==> src/rtl/alu_arbiter_if.sv <==
// Bus between two requesters, the arbiter and the shared registered add/sub datapath.
// The arbiter uses the slave view; requesters plus datapath sit on the master side.
interface alu_arbiter_if #(
    parameter int WIDTH = 32
);
    logic             req0_valid;
    logic             req0_ready;
    logic [WIDTH-1:0] req0_a;
    logic [WIDTH-1:0] req0_b;
    logic             req0_op;
    logic             req1_valid;
    logic             req1_ready;
    logic [WIDTH-1:0] req1_a;
    logic [WIDTH-1:0] req1_b;
    logic             req1_op;
    logic             rsp0_valid;
    logic             rsp0_ready;
    logic             rsp1_valid;
    logic             rsp1_ready;
    logic [WIDTH-1:0] rsp_data;
    logic             busy;
    logic [WIDTH-1:0] alu_operand1;
    logic [WIDTH-1:0] alu_operand2;
    logic             alu_op_sel;
    logic [WIDTH-1:0] alu_data_out;

    modport slave (
        input  req0_valid, req0_a, req0_b, req0_op,
        input  req1_valid, req1_a, req1_b, req1_op,
        input  rsp0_ready, rsp1_ready, alu_data_out,
        output req0_ready, req1_ready, rsp0_valid, rsp1_valid, rsp_data, busy,
        output alu_operand1, alu_operand2, alu_op_sel
    );

    modport master (
        output req0_valid, req0_a, req0_b, req0_op,
        output req1_valid, req1_a, req1_b, req1_op,
        output rsp0_ready, rsp1_ready, alu_data_out,
        input  req0_ready, req1_ready, rsp0_valid, rsp1_valid, rsp_data, busy,
        input  alu_operand1, alu_operand2, alu_op_sel
    );
endinterface

==> src/rtl/alu_arbiter.sv <==
// Round-robin arbiter that shares one registered add/sub datapath between two requesters,
// one transaction in flight at a time: IDLE (arbitrate) -> EXEC (wait latency) -> RESP (hand back).
module alu_arbiter #(
    parameter int WIDTH   = 32,
    parameter int ALU_LAT = 1
) (
    input  logic          clk,
    input  logic          rst,
    alu_arbiter_if.slave  bus
);
    typedef enum logic [1:0] {IDLE, EXEC, RESP} state_t;

    localparam logic [3:0] LAT_CNT = 4'(ALU_LAT);

    state_t           state_q, state_d;
    logic             rr_q, rr_d;
    logic             owner_q, owner_d;
    logic [3:0]       cnt_q, cnt_d;
    logic [WIDTH-1:0] op1_q, op1_d;
    logic [WIDTH-1:0] op2_q, op2_d;
    logic             sel_q, sel_d;
    logic [WIDTH-1:0] rsp_q, rsp_d;
    logic             grant;

    // Only a tie consults the pointer; a lone valid always wins.
    always_comb grant = (bus.req0_valid && bus.req1_valid) ? rr_q : bus.req1_valid;

    always_ff @(posedge clk or negedge rst) begin
        if (!rst) begin
            state_q <= IDLE;
            rr_q    <= 1'b0;
            owner_q <= 1'b0;
            cnt_q   <= '0;
            op1_q   <= '0;
            op2_q   <= '0;
            sel_q   <= 1'b0;
            rsp_q   <= '0;
        end else begin
            state_q <= state_d;
            rr_q    <= rr_d;
            owner_q <= owner_d;
            cnt_q   <= cnt_d;
            op1_q   <= op1_d;
            op2_q   <= op2_d;
            sel_q   <= sel_d;
            rsp_q   <= rsp_d;
        end
    end

    always_comb begin
        state_d = state_q;
        rr_d    = rr_q;
        owner_d = owner_q;
        cnt_d   = cnt_q;
        op1_d   = op1_q;
        op2_d   = op2_q;
        sel_d   = sel_q;
        rsp_d   = rsp_q;
        case (state_q)
            IDLE: begin
                if (bus.req0_ready || bus.req1_ready) begin
                    owner_d = grant;
                    op1_d   = grant ? bus.req1_a  : bus.req0_a;
                    op2_d   = grant ? bus.req1_b  : bus.req0_b;
                    sel_d   = grant ? bus.req1_op : bus.req0_op;
                    cnt_d   = '0;
                    state_d = EXEC;
                end
            end
            EXEC: begin
                if (cnt_q == LAT_CNT) begin
                    rsp_d   = bus.alu_data_out;
                    state_d = RESP;
                end else begin
                    cnt_d = cnt_q + 4'd1;
                end
            end
            RESP: begin
                if (owner_q ? bus.rsp1_ready : bus.rsp0_ready) begin
                    rr_d    = ~owner_q;
                    state_d = IDLE;
                end
            end
            default: state_d = IDLE;
        endcase
    end

    // Ready is gated by rst so nothing is offered while reset is held.
    always_comb begin
        bus.req0_ready = 1'b0;
        bus.req1_ready = 1'b0;
        if (state_q == IDLE && rst) begin
            bus.req0_ready = !grant && bus.req0_valid;
            bus.req1_ready =  grant && bus.req1_valid;
        end
        bus.rsp0_valid = (state_q == RESP) && !owner_q;
        bus.rsp1_valid = (state_q == RESP) &&  owner_q;
        bus.busy       = (state_q != IDLE);
    end

    assign bus.rsp_data     = rsp_q;
    assign bus.alu_operand1 = op1_q;
    assign bus.alu_operand2 = op2_q;
    assign bus.alu_op_sel   = sel_q;
endmodule

==> src/flat_wrapper.sv <==
// flat-port wrapper written by rule: the top's interface ports become plain ports
module alu_arbiter_flat 
#(
    parameter int WIDTH   = 32,
    parameter int ALU_LAT = 1
)
  (clk, rst, bus_req0_valid, bus_req0_a, bus_req0_b, bus_req0_op, bus_req1_valid, bus_req1_a, bus_req1_b, bus_req1_op, bus_rsp0_ready, bus_rsp1_ready, bus_alu_data_out, bus_req0_ready, bus_req1_ready, bus_rsp0_valid, bus_rsp1_valid, bus_rsp_data, bus_busy, bus_alu_operand1, bus_alu_operand2, bus_alu_op_sel);
  alu_arbiter_if #(.WIDTH(WIDTH)) bus_i ();
  input  logic clk;
  input  logic rst;
  input wire logic [$bits(bus_i.req0_valid)-1:0] bus_req0_valid;
  input wire logic [$bits(bus_i.req0_a)-1:0] bus_req0_a;
  input wire logic [$bits(bus_i.req0_b)-1:0] bus_req0_b;
  input wire logic [$bits(bus_i.req0_op)-1:0] bus_req0_op;
  input wire logic [$bits(bus_i.req1_valid)-1:0] bus_req1_valid;
  input wire logic [$bits(bus_i.req1_a)-1:0] bus_req1_a;
  input wire logic [$bits(bus_i.req1_b)-1:0] bus_req1_b;
  input wire logic [$bits(bus_i.req1_op)-1:0] bus_req1_op;
  input wire logic [$bits(bus_i.rsp0_ready)-1:0] bus_rsp0_ready;
  input wire logic [$bits(bus_i.rsp1_ready)-1:0] bus_rsp1_ready;
  input wire logic [$bits(bus_i.alu_data_out)-1:0] bus_alu_data_out;
  output wire logic [$bits(bus_i.req0_ready)-1:0] bus_req0_ready;
  output wire logic [$bits(bus_i.req1_ready)-1:0] bus_req1_ready;
  output wire logic [$bits(bus_i.rsp0_valid)-1:0] bus_rsp0_valid;
  output wire logic [$bits(bus_i.rsp1_valid)-1:0] bus_rsp1_valid;
  output wire logic [$bits(bus_i.rsp_data)-1:0] bus_rsp_data;
  output wire logic [$bits(bus_i.busy)-1:0] bus_busy;
  output wire logic [$bits(bus_i.alu_operand1)-1:0] bus_alu_operand1;
  output wire logic [$bits(bus_i.alu_operand2)-1:0] bus_alu_operand2;
  output wire logic [$bits(bus_i.alu_op_sel)-1:0] bus_alu_op_sel;
  assign bus_i.req0_valid = bus_req0_valid;
  assign bus_i.req0_a = bus_req0_a;
  assign bus_i.req0_b = bus_req0_b;
  assign bus_i.req0_op = bus_req0_op;
  assign bus_i.req1_valid = bus_req1_valid;
  assign bus_i.req1_a = bus_req1_a;
  assign bus_i.req1_b = bus_req1_b;
  assign bus_i.req1_op = bus_req1_op;
  assign bus_i.rsp0_ready = bus_rsp0_ready;
  assign bus_i.rsp1_ready = bus_rsp1_ready;
  assign bus_i.alu_data_out = bus_alu_data_out;
  assign bus_req0_ready = bus_i.req0_ready;
  assign bus_req1_ready = bus_i.req1_ready;
  assign bus_rsp0_valid = bus_i.rsp0_valid;
  assign bus_rsp1_valid = bus_i.rsp1_valid;
  assign bus_rsp_data = bus_i.rsp_data;
  assign bus_busy = bus_i.busy;
  assign bus_alu_operand1 = bus_i.alu_operand1;
  assign bus_alu_operand2 = bus_i.alu_operand2;
  assign bus_alu_op_sel = bus_i.alu_op_sel;
  alu_arbiter #(.WIDTH(WIDTH), .ALU_LAT(ALU_LAT)) u_core (.clk(clk), .rst(rst), .bus(bus_i));
endmodule
==> config.mk <==
export PLATFORM = sky130hd
export DESIGN_NAME = alu_arbiter_flat
export DESIGN_NICKNAME = d
export VERILOG_FILES = /design/src/rtl/alu_arbiter_if.sv /design/src/rtl/alu_arbiter.sv /design/src/flat_wrapper.sv
export SDC_FILE = /design/constraint.sdc
export NUM_CORES = 1
export LEC_CHECK = 0
export ABC_AREA = 1
export CAP_MARGIN = 20
export CORE_UTILIZATION = 39
export DETAILED_ROUTE_END_ITERATION = 6
export GPL_TIMING_DRIVEN = 0
export PLACE_DENSITY = 0.8
export SETUP_SLACK_MARGIN = 0.5
export SLEW_MARGIN = 20
export SYNTH_ARGS = -nofsm -noshare
export SYNTH_HDL_FRONTEND = slang
export SYNTH_SLANG_ARGS = --single-unit
export TNS_END_PERCENT = 1
==> constraint.sdc <==
create_clock -name clk -period 1.9 [get_ports clk]
set_input_delay 0.285 -clock clk [delete_from_list [all_inputs] [get_ports clk]]
set_output_delay 0.285 -clock clk [all_outputs]
set_load 0.005 [all_outputs]
== Word-level counts from Yosys, hierarchy flattened ==
Index checks and enable logic that the tools add are counted.
Widths: inputs -> output; s select.
Word-level totals
  bits in registers: 105
  bits in latches: 0
  memory bits (writable): 0
  ROM bits: 0
  bits of input ports: 168
  memories kept: 0
Operators by class
  add/sub/neg operators: 1
  $mul: 0
  divide/modulo/power cells: 0
  $lt $le $gt $ge: 0
  equal/unequal tests: 7
  shifts and indexed selects: 0
  muxes and demuxes: 14
  bitwise gates (word level): 1
  reductions and logical operators: 17
Operators by type and width (count)
  $mux 32: 2
  $mux 4: 2
  $pmux 4 s2: 1
  $logic_and 1x1->1: 6
  $mux 2: 3
  $ne 2x1->1 const B: 3
  $pmux 2 s3: 1
  $reduce_and 2->1: 3
  $reduce_and 3->1: 2
  $mux 1: 5
  $add 4x1->4 const B: 1
  $eq 4x1->1 const B: 1
  $reduce_bool 2->1: 2
  $eq 2x1->1 const B: 1
  $eq 2x2->1 const B: 1
  $logic_not 1->1: 2
  $logic_not 2->1: 1
  $ne 2x2->1 const B: 1
  $logic_or 1x1->1: 1
  $not 1->1: 1

== Longest topological paths before layout ==
Gate-level depths: netlist of the first run.
  depth in word-level cells: 8
  gate-level depth with buffers: 10
  mapped depth without buffers: 8

== Least setup slack after synthesis of the first run ==
No wires, ideal clock.
  path kind: register to register
  from: register u_core.cnt_q[0]
  to: register u_core.rsp_q[12] (netlist: u_core.bus.rsp_data[12])
  setup time: 130 ps
  arrival: 1239 ps
  data required time: 1770 ps
  setup slack: 531 ps
  cell stages (with the launch flop): 6
  cells stage by stage: dfrtp_1 > ha_1 > nand3_1 > buf_2 > clkbuf_1 > o21ai_1
Between the ends
  cells in the longest elaborated chain, start to end: 2
RTL lines
  start, declared: RTL line alu_arbiter.sv:18  | logic [3:0] cnt_q, cnt_d;
  start signal, assigned: RTL line alu_arbiter.sv:42  | cnt_q <= cnt_d;
  $eq 4x1->1: RTL line alu_arbiter.sv:71  | if (cnt_q == LAT_CNT) begin
  $reduce_and 2->1 (no line)
  end signal, assigned: RTL line alu_arbiter.sv:46  | rsp_q <= rsp_d;
  end, declared: RTL line alu_arbiter.sv:22  | logic [WIDTH-1:0] rsp_q, rsp_d;
No other way between the ends.
A chain may end at the register's enable or synchronous reset.

== Final worst setup path of the first run ==
  from: register u_core.state_q[0]
  to: output bus_rsp1_valid
Between the ends
  cells in the longest elaborated chain, start to end: 2
RTL lines
  start, declared: RTL line alu_arbiter.sv:15  | state_t state_q, state_d;
  start signal, assigned: RTL line alu_arbiter.sv:39  | state_q <= state_d;
  $eq 2x2->1: RTL line alu_arbiter.sv:97  | bus.rsp1_valid = (state_q == RESP) && owner_q;
  $logic_and 1x1->1: RTL line alu_arbiter.sv:97
  end, declared: RTL line flat_wrapper.sv:25  | output wire logic [$bits(bus_i.rsp1_valid)-1:0] bus_rsp1_valid;
No other way between the ends.

==> flow_summary.ini, run 1 <==
[drt]
drt_iter0_drc = 272
antenna_left = 0
drt_wl_total_um = 15980
viasPerCell = 4.527
dr.pass1.iters = 4
drc_errors = 0
wl_per_cell_um = 13.84
vias = 5229

[finish]
area_growth_pct = 71.20
fin_area_sq_um = 8553
nFillCells = 993
drive_gt1_share_pct = 8.308
fin_util_pct = 69.76
finalNetCount = 1153
n_antenna_cell = 0

[power]
peakVddDrop_v = 0.0004898
p_per_area_nw_per_um2 = 1302
p_leak_nw = 4.427

[grt]
grt_pass1_vias = 4890
grt-ovfl-total = 0
antenna_found_initial = 0
grt_max_degree = 53
grt_pass1_wl_um = 24140
grt_usage_pct = 23.81

[setup_path]
critical_path_class = reg2out
critPathLaunchType = flop
critPathArrivalTime_ns = 1.36
cp_max_fo = 2
cp-end-kind = primary output
required_ns = 1.62

[status]
status = complete, no violations

[synth]
yosysSeqAreaShare_pct = 52.59
yosysMostFrequentCell = nand2_1
ys_seq_elements = 105
yosys_warnings = 0
syn_nets = 855
yosysUniqueCellTypes = 19
synthTopCellsByCount = nand2_1, dfrtp_1, inv_1
synth_area_leaders = dfrtp_1, nand2_1, inv_1, o21ai_0, buf_2
async_flop_share_pct = 100.0
syn_avg_cell_area_sq_um = 7.293
synth_top_area_share_pct = 52.59
netlist_instances = 685
ys.flop_type = dfrtp_1
synth_edf_count = 0
synth_top_cell_by_area = dfrtp_1
netlist_area_sq_um = 4996

[cts]
cts_htree_levels = 3
cts_buffers = 9
insertion_delay_ns = 0.34
clkTransAtPathRegs_ns = 0.07
clock-sinks = 105
cts_tree = built
cts_max_path_buffers = 2
root_buffer = clkbuf_16

[sta]
rsz0062_at_grt = true
tightest_slew_ns = 0.4552
fin_crit_sh_pct = 86.47
setup_viol = 0
period_needed_ns = 1.643
setup_tns_ns = 0
hold_viol = 0
slew_violations = 0
relSlewSlack_pct = 69.65
fin_skew_ns = 0.008937
max_freq_mhz = 608.6

[floorplanning]
ioPinCount = 270
coreArea_sq_um = 12260
start_util_pct = 40.74
chipHeight_um = 115.2
rows = 40
dieArea_sq_um = 13270
die_w_um = 115.2

[placement]
portBuffers = 269
gp_routability_congestion = 0.8164
postPlaceCellArea_sq_um = 7928
hpwl_um = 11690

[hold_path]
hold_class = in2async

[job]
drv_cap = 0
==> layer usage <==
layer,global-route usage (%),vias up,part of all wire [%]
li1,-,2658,-
met4,8.225,0,2.1
met2,42.17,201,49
met1,28.05,2344,41
met5,0,-,0
met3,6.009,26,8.2
==> registers in the layout (all words and copies together), names as in the netlist <==
name and count:
u_core.bus.alu_op_sel 1, u_core.bus.alu_operand1 32, u_core.bus.alu_operand2 32, u_core.bus.rsp_data 32, u_core.cnt_q 4, u_core.owner_q 1
u_core.rr_q 1, u_core.state_q 2
==> final timing paths <==
check	start	slack, ns	to	depth (start not counted)
setup / recovery	u_core.state_q[0]$_DFFE_PN0P_	0.26	bus_rsp1_valid	6
hold / removal	rst	0.008	u_core.bus.rsp_data[8]$_DFFE_PN0P_	3
setup reg to reg	u_core.state_q[0]$_DFFE_PN0P_	0.34	u_core.bus.alu_operand1[5]$_DFFE_PN0P_	10
hold reg to reg	u_core.bus.alu_operand2[19]$_DFFE_PN0P_	0.47	u_core.bus.alu_operand2[19]$_DFFE_PN0P_	2
max in group asynchronous	rst	1.17	u_core.cnt_q[1]$_DFFE_PN0P_	4
min in group clk	u_core.bus.alu_operand2[19]$_DFFE_PN0P_	0.47	u_core.bus.alu_operand2[19]$_DFFE_PN0P_	2
==> area by class of cell <==
cell class | instances | area [sq um] | share of cell area [%]
clock inverter | 5 | 81.33 | 0.9508
multi-input combinational | 500 | 2017 | 23.58
clock buffer | 10 | 229.0 | 2.677
sequential | 105 | 2628 | 30.72
inverter | 45 | 168.9 | 1.975
timing repair buffer | 287 | 2962 | 34.63
buffer | 35 | 257.7 | 3.013
tap | 168 | 210.2 | 2.458
==> power breakdown <==
| group | leakage, nW | total (mW) | switching, mW | internal (mW) |
|---|---|---|---|---|
| clock network | 0.149 | 1.95 | 0.803 | 1.15 |
| registers | 1.31 | 3.85 | 0.577 | 3.28 |
| logic | 2.96 | 5.33 | 2.39 | 2.95 |
==> worst max-delay path, cell delays in order (launching register included) <==
cell and delay [ns]:
dfrtp_1 0.41, buf_6 0.13, nor2_4 0.12, buf_6 0.11, inv_2 0.03, nor2_2 0.10
buf_2 0.12
==> cell families after synthesis <==
| logic type | synth area share (%) |
|---|---|
| and+or+nand+nor | 35.11 |
| DFF | 52.59 |
| buffers and inverters | 7.788 |
| AOI/OAI and AO/OA | 3.832 |
| adders and majority gates | 0.5008 |
| xor gates and xnor gates | 0.1753 |
==> per-stage QoR <==
step / cells / power, mW / hold slack [ns] / setup slack (ns)
after CTS: 1147 / 11.11 / -0.1958 / 0.2587
after global routing: 1155 / 11.96 / 0.009661 / 0.2197
after detailed placement: 1123 / 8.999 / 0.2611 / -0.5880
final: 1155 / 11.14 / 0.007524 / 0.2570
after global placement: 1122 / 8.853 / 0.4524 / -4.727
after floorplan: 685 / 5.921 / -0.01059 / 0.5309
==> layout by cell type, fill, tap and decap left out, types with 6 or more instances in the layout <==
cell type and n:
buf_2 14, buf_4 9, buf_6 14, clkbuf_16 10, clkdlybuf4s50_1 261, dfrtp_1 105
inv_1 39, inv_2 6, nand2_1 437, nand4_1 6, o21ai_0 24, o21ai_1 11
==> timing repair <==
item	CTS	global route
setup endpoints to repair	205	202
setup buffers	8	1
endpoints found under the hold margin	50	50
pin swaps	6	5
cloned	1	1
gates resized for setup	36	16
No activity file was read; power rests on OpenSTA's default activity.
==> inputs of run 2 (changes only) <==
--- a/config.mk
+++ b/config.mk
@@ -12,7 +12,7 @@
 export GPL_TIMING_DRIVEN = 0
 export PLACE_DENSITY = 0.8
 export SETUP_SLACK_MARGIN = 0.5
-export SLEW_MARGIN = 20
+export SLEW_MARGIN = 10
 export SYNTH_ARGS = -nofsm -noshare
 export SYNTH_HDL_FRONTEND = slang
 export SYNTH_SLANG_ARGS = --single-unit
==> results of run 2 <==
The final DEF is identical to that of run 1; final timing and power are the same.
==> inputs of run 3 (changes only) <==
--- a/config.mk
+++ b/config.mk
@@ -11,7 +11,7 @@
 export DETAILED_ROUTE_END_ITERATION = 6
 export GPL_TIMING_DRIVEN = 0
 export PLACE_DENSITY = 0.8
-export SETUP_SLACK_MARGIN = 0.5
+export SETUP_SLACK_MARGIN = 0.2
 export SLEW_MARGIN = 10
 export SYNTH_ARGS = -nofsm -noshare
 export SYNTH_HDL_FRONTEND = slang
==> run 3 against run 2 <==
The run now ends with hold timing left. Global-route usage is 0.091 points lower. Routed wire length is 3.2% lower. Clock-buffer cell count stayed put. Hold slack worse by 0.22 ns. Setup slack worse by 0.18 ns. Clock power hardly changed. Final area is 2.5% lower. Utilization is 1.8 points lower. Maximum frequency is 10% lower. Critical endpoint is now bus_rsp0_valid. Largest cell class unchanged. Largest power group unchanged.
==> flow_summary.ini, run 3 (synthesized netlist as in run 1, its figures left out) <==
[sta]
fin_skew_ns = 0.006380
relSlewSlack_pct = 70.25
rsz0062_at_grt = true
period_needed_ns = 1.827
setup_viol = 0
hold_viol = 50
max_freq_mhz = 547.5
slew_violations = 0
fin_crit_sh_pct = 96.13
tightest_slew_ns = 0.4462
holdWs_ns = -0.2077

[power]
p_leak_nw = 4.328
clock_power_share_pct = 17.8
power_frac_comb_pct = 47.0
peakVddDrop_v = 0.0005093
internal-power_mw = 7.265
seqPwrFrac_pct = 35.2
p_per_area_nw_per_um2 = 1314
p_sw_share_pct = 33.68
power.switching_mw = 3.689

[finish]
n_antenna_cell = 0
fin_util_pct = 67.98
area_growth_pct = 66.84
finalNonFillerCells = 1143
mostFrequentLayoutCells = nand2_1, clkdlybuf4s50_1, dfrtp_1, inv_1, o21ai_0
fin_area_sq_um = 8335
finalNetCount = 1141
drive_gt1_share_pct = 6.154
layout_commonest_cell = nand2_1

[placement]
gp_routability_congestion = 0.8164
postPlaceCellArea_sq_um = 7928
placed_cells = 1123
portBuffers = 269
hpwl_um = 11690

[setup_path]
cp-startpoint = u_core.state_q[0]$_DFFE_PN0P_
critPathArrivalTime_ns = 1.54
required_ns = 1.62
critPathLaunchType = flop
critPathSlowestCell = clkdlybuf4s50_1
r2r_setup_slack_ns = 0.22
path_buf_inv = 2
critical_path.max_stage_delay_ns = 0.49
worstPathCellList = nor2_4 > nand2_1 > inv_1 > clkdlybuf4s50_1
cp-end-kind = primary output
cp_max_fo = 3
r2r_end = u_core.bus.alu_operand1[10]$_DFFE_PN0P_
critical_path_class = reg2out
ff2ff_path_depth = 10
reg2reg_from = u_core.state_q[0]$_DFFE_PN0P_
critPathTopFamily = buffers and inverters

[hold_path]
hold_class = in2async

[drt]
drt_iter0_drc = 270
drt_wl_total_um = 15470
antenna_left = 0
dr.pass1.iters = 4
drc_errors = 0
wl_per_cell_um = 13.53
viasPerCell = 4.505
vias = 5149

[floorplanning]
coreArea_sq_um = 12260
rows = 40
ioPinCount = 270
die_w_um = 115.2
chipHeight_um = 115.2
start_util_pct = 40.74
dieArea_sq_um = 13270

[grt]
grt_usage_pct = 23.72
grt_pass1_vias = 4890
grt-ovfl-total = 0
antenna_found_initial = 0
grt_pass1_wl_um = 24050
grt_max_degree = 53

[cts]
cts_tree = built
clkTransAtPathRegs_ns = 0.07
cts_max_path_buffers = 2
cts_buffers = 9
cts_htree_levels = 3
insertion_delay_ns = 0.34
root_buffer = clkbuf_16
clock-sinks = 105

[status]
violations = hold timing
status = finished, violations left

[job]
drv_cap = 0
## run 3: cell types whose count changed in the layout (fill, tap and decap cells not counted), sizes merged
cell / before / now
dlygate4sd3: 2 / 0
dlymetal6s2s: 0 / 1
buf: 44 / 35
clkdlybuf4s50: 261 / 264
clkbuf: 20 / 16
dlygate4sd2: 4 / 3
## run 3: worst register-to-register path, cell delays in order, from the launching register on
cell     delay [ns]
dfrtp_1        0.44
inv_2          0.09
nand2_1        0.08
nor2_1         0.15
nand2_2        0.08
buf_4          0.17
nand2_2        0.08
buf_4          0.19
buf_4          0.20
nand2_1        0.06
nand2_1        0.07
## run 3: worst max-delay path by stage
stage / end / slack, ns / cells past startpoint
detailed placement: bus_req0_ready / -0.59 / 5
CTS: bus_rsp1_valid / 0.03 / 4
global route: bus_rsp0_valid / 0.02 / 4
floorplan: u_core.bus.rsp_data[12]$_DFFE_PN0P_ / 0.53 / 5
finish: bus_rsp0_valid / 0.07 / 4
global placement: bus_req0_ready / -4.73 / 4
## run 3: cell type report
class	instances	area (sq um)
Multi-Input combinational cell	500	1997
Fill cell	1024	3926
Inverter	45	168.9
Clock buffer	10	229.0
Tap cell	168	210.2
Buffer	35	222.7
Clock inverter	5	81.33
Timing Repair Buffer	275	2799
Sequential cell	105	2628
## run 3: routing by layer
metal | vias up | part of all wire (%) | GRT usage, %
met2 | 193 | 49 | 41.85
met1 | 2302 | 40 | 27.98
li1 | 2633 | - | -
met3 | 21 | 8.2 | 6.009
met5 | - | 0 | 0
met4 | 0 | 2.1 | 8.398
## run 3: per-stage QoR
step | setup WS [ns] | total power [mW] | TNS [ns]
floorplan | 0.5309 | 5.921 | 0
global placement | -4.727 | 8.853 | -690.42
detailed placement | -0.5880 | 8.999 | -19.00
CTS | 0.02745 | 11.05 | 0
global route | 0.02434 | 11.79 | 0
finish | 0.07346 | 10.95 | 0
## run 3: power by group through the flow
stage | logic (mW) | registers, mW | clock network (mW)
2_1_floorplan | 2.00 | 3.92 | 0
3_3_place_gp | 5.02 | 3.83 | 0
3_5_place_dp | 5.13 | 3.87 | 0
4_1_cts | 5.22 | 3.85 | 1.98
5_1_grt | 5.74 | 3.98 | 2.07
6_report | 5.15 | 3.86 | 1.94
## run 3: repair_timing
| action | 4_1_cts | 5_1_grt |
|---|---|---|
| buffers inserted | 4 | 0 |
| gates cloned | 1 | 0 |
| hold endpoints to repair | 50 | 50 |
| pin swaps | 2 | 0 |
| resized for setup | 10 | 2 |
| setup endpoints to repair | 66 | 60 |
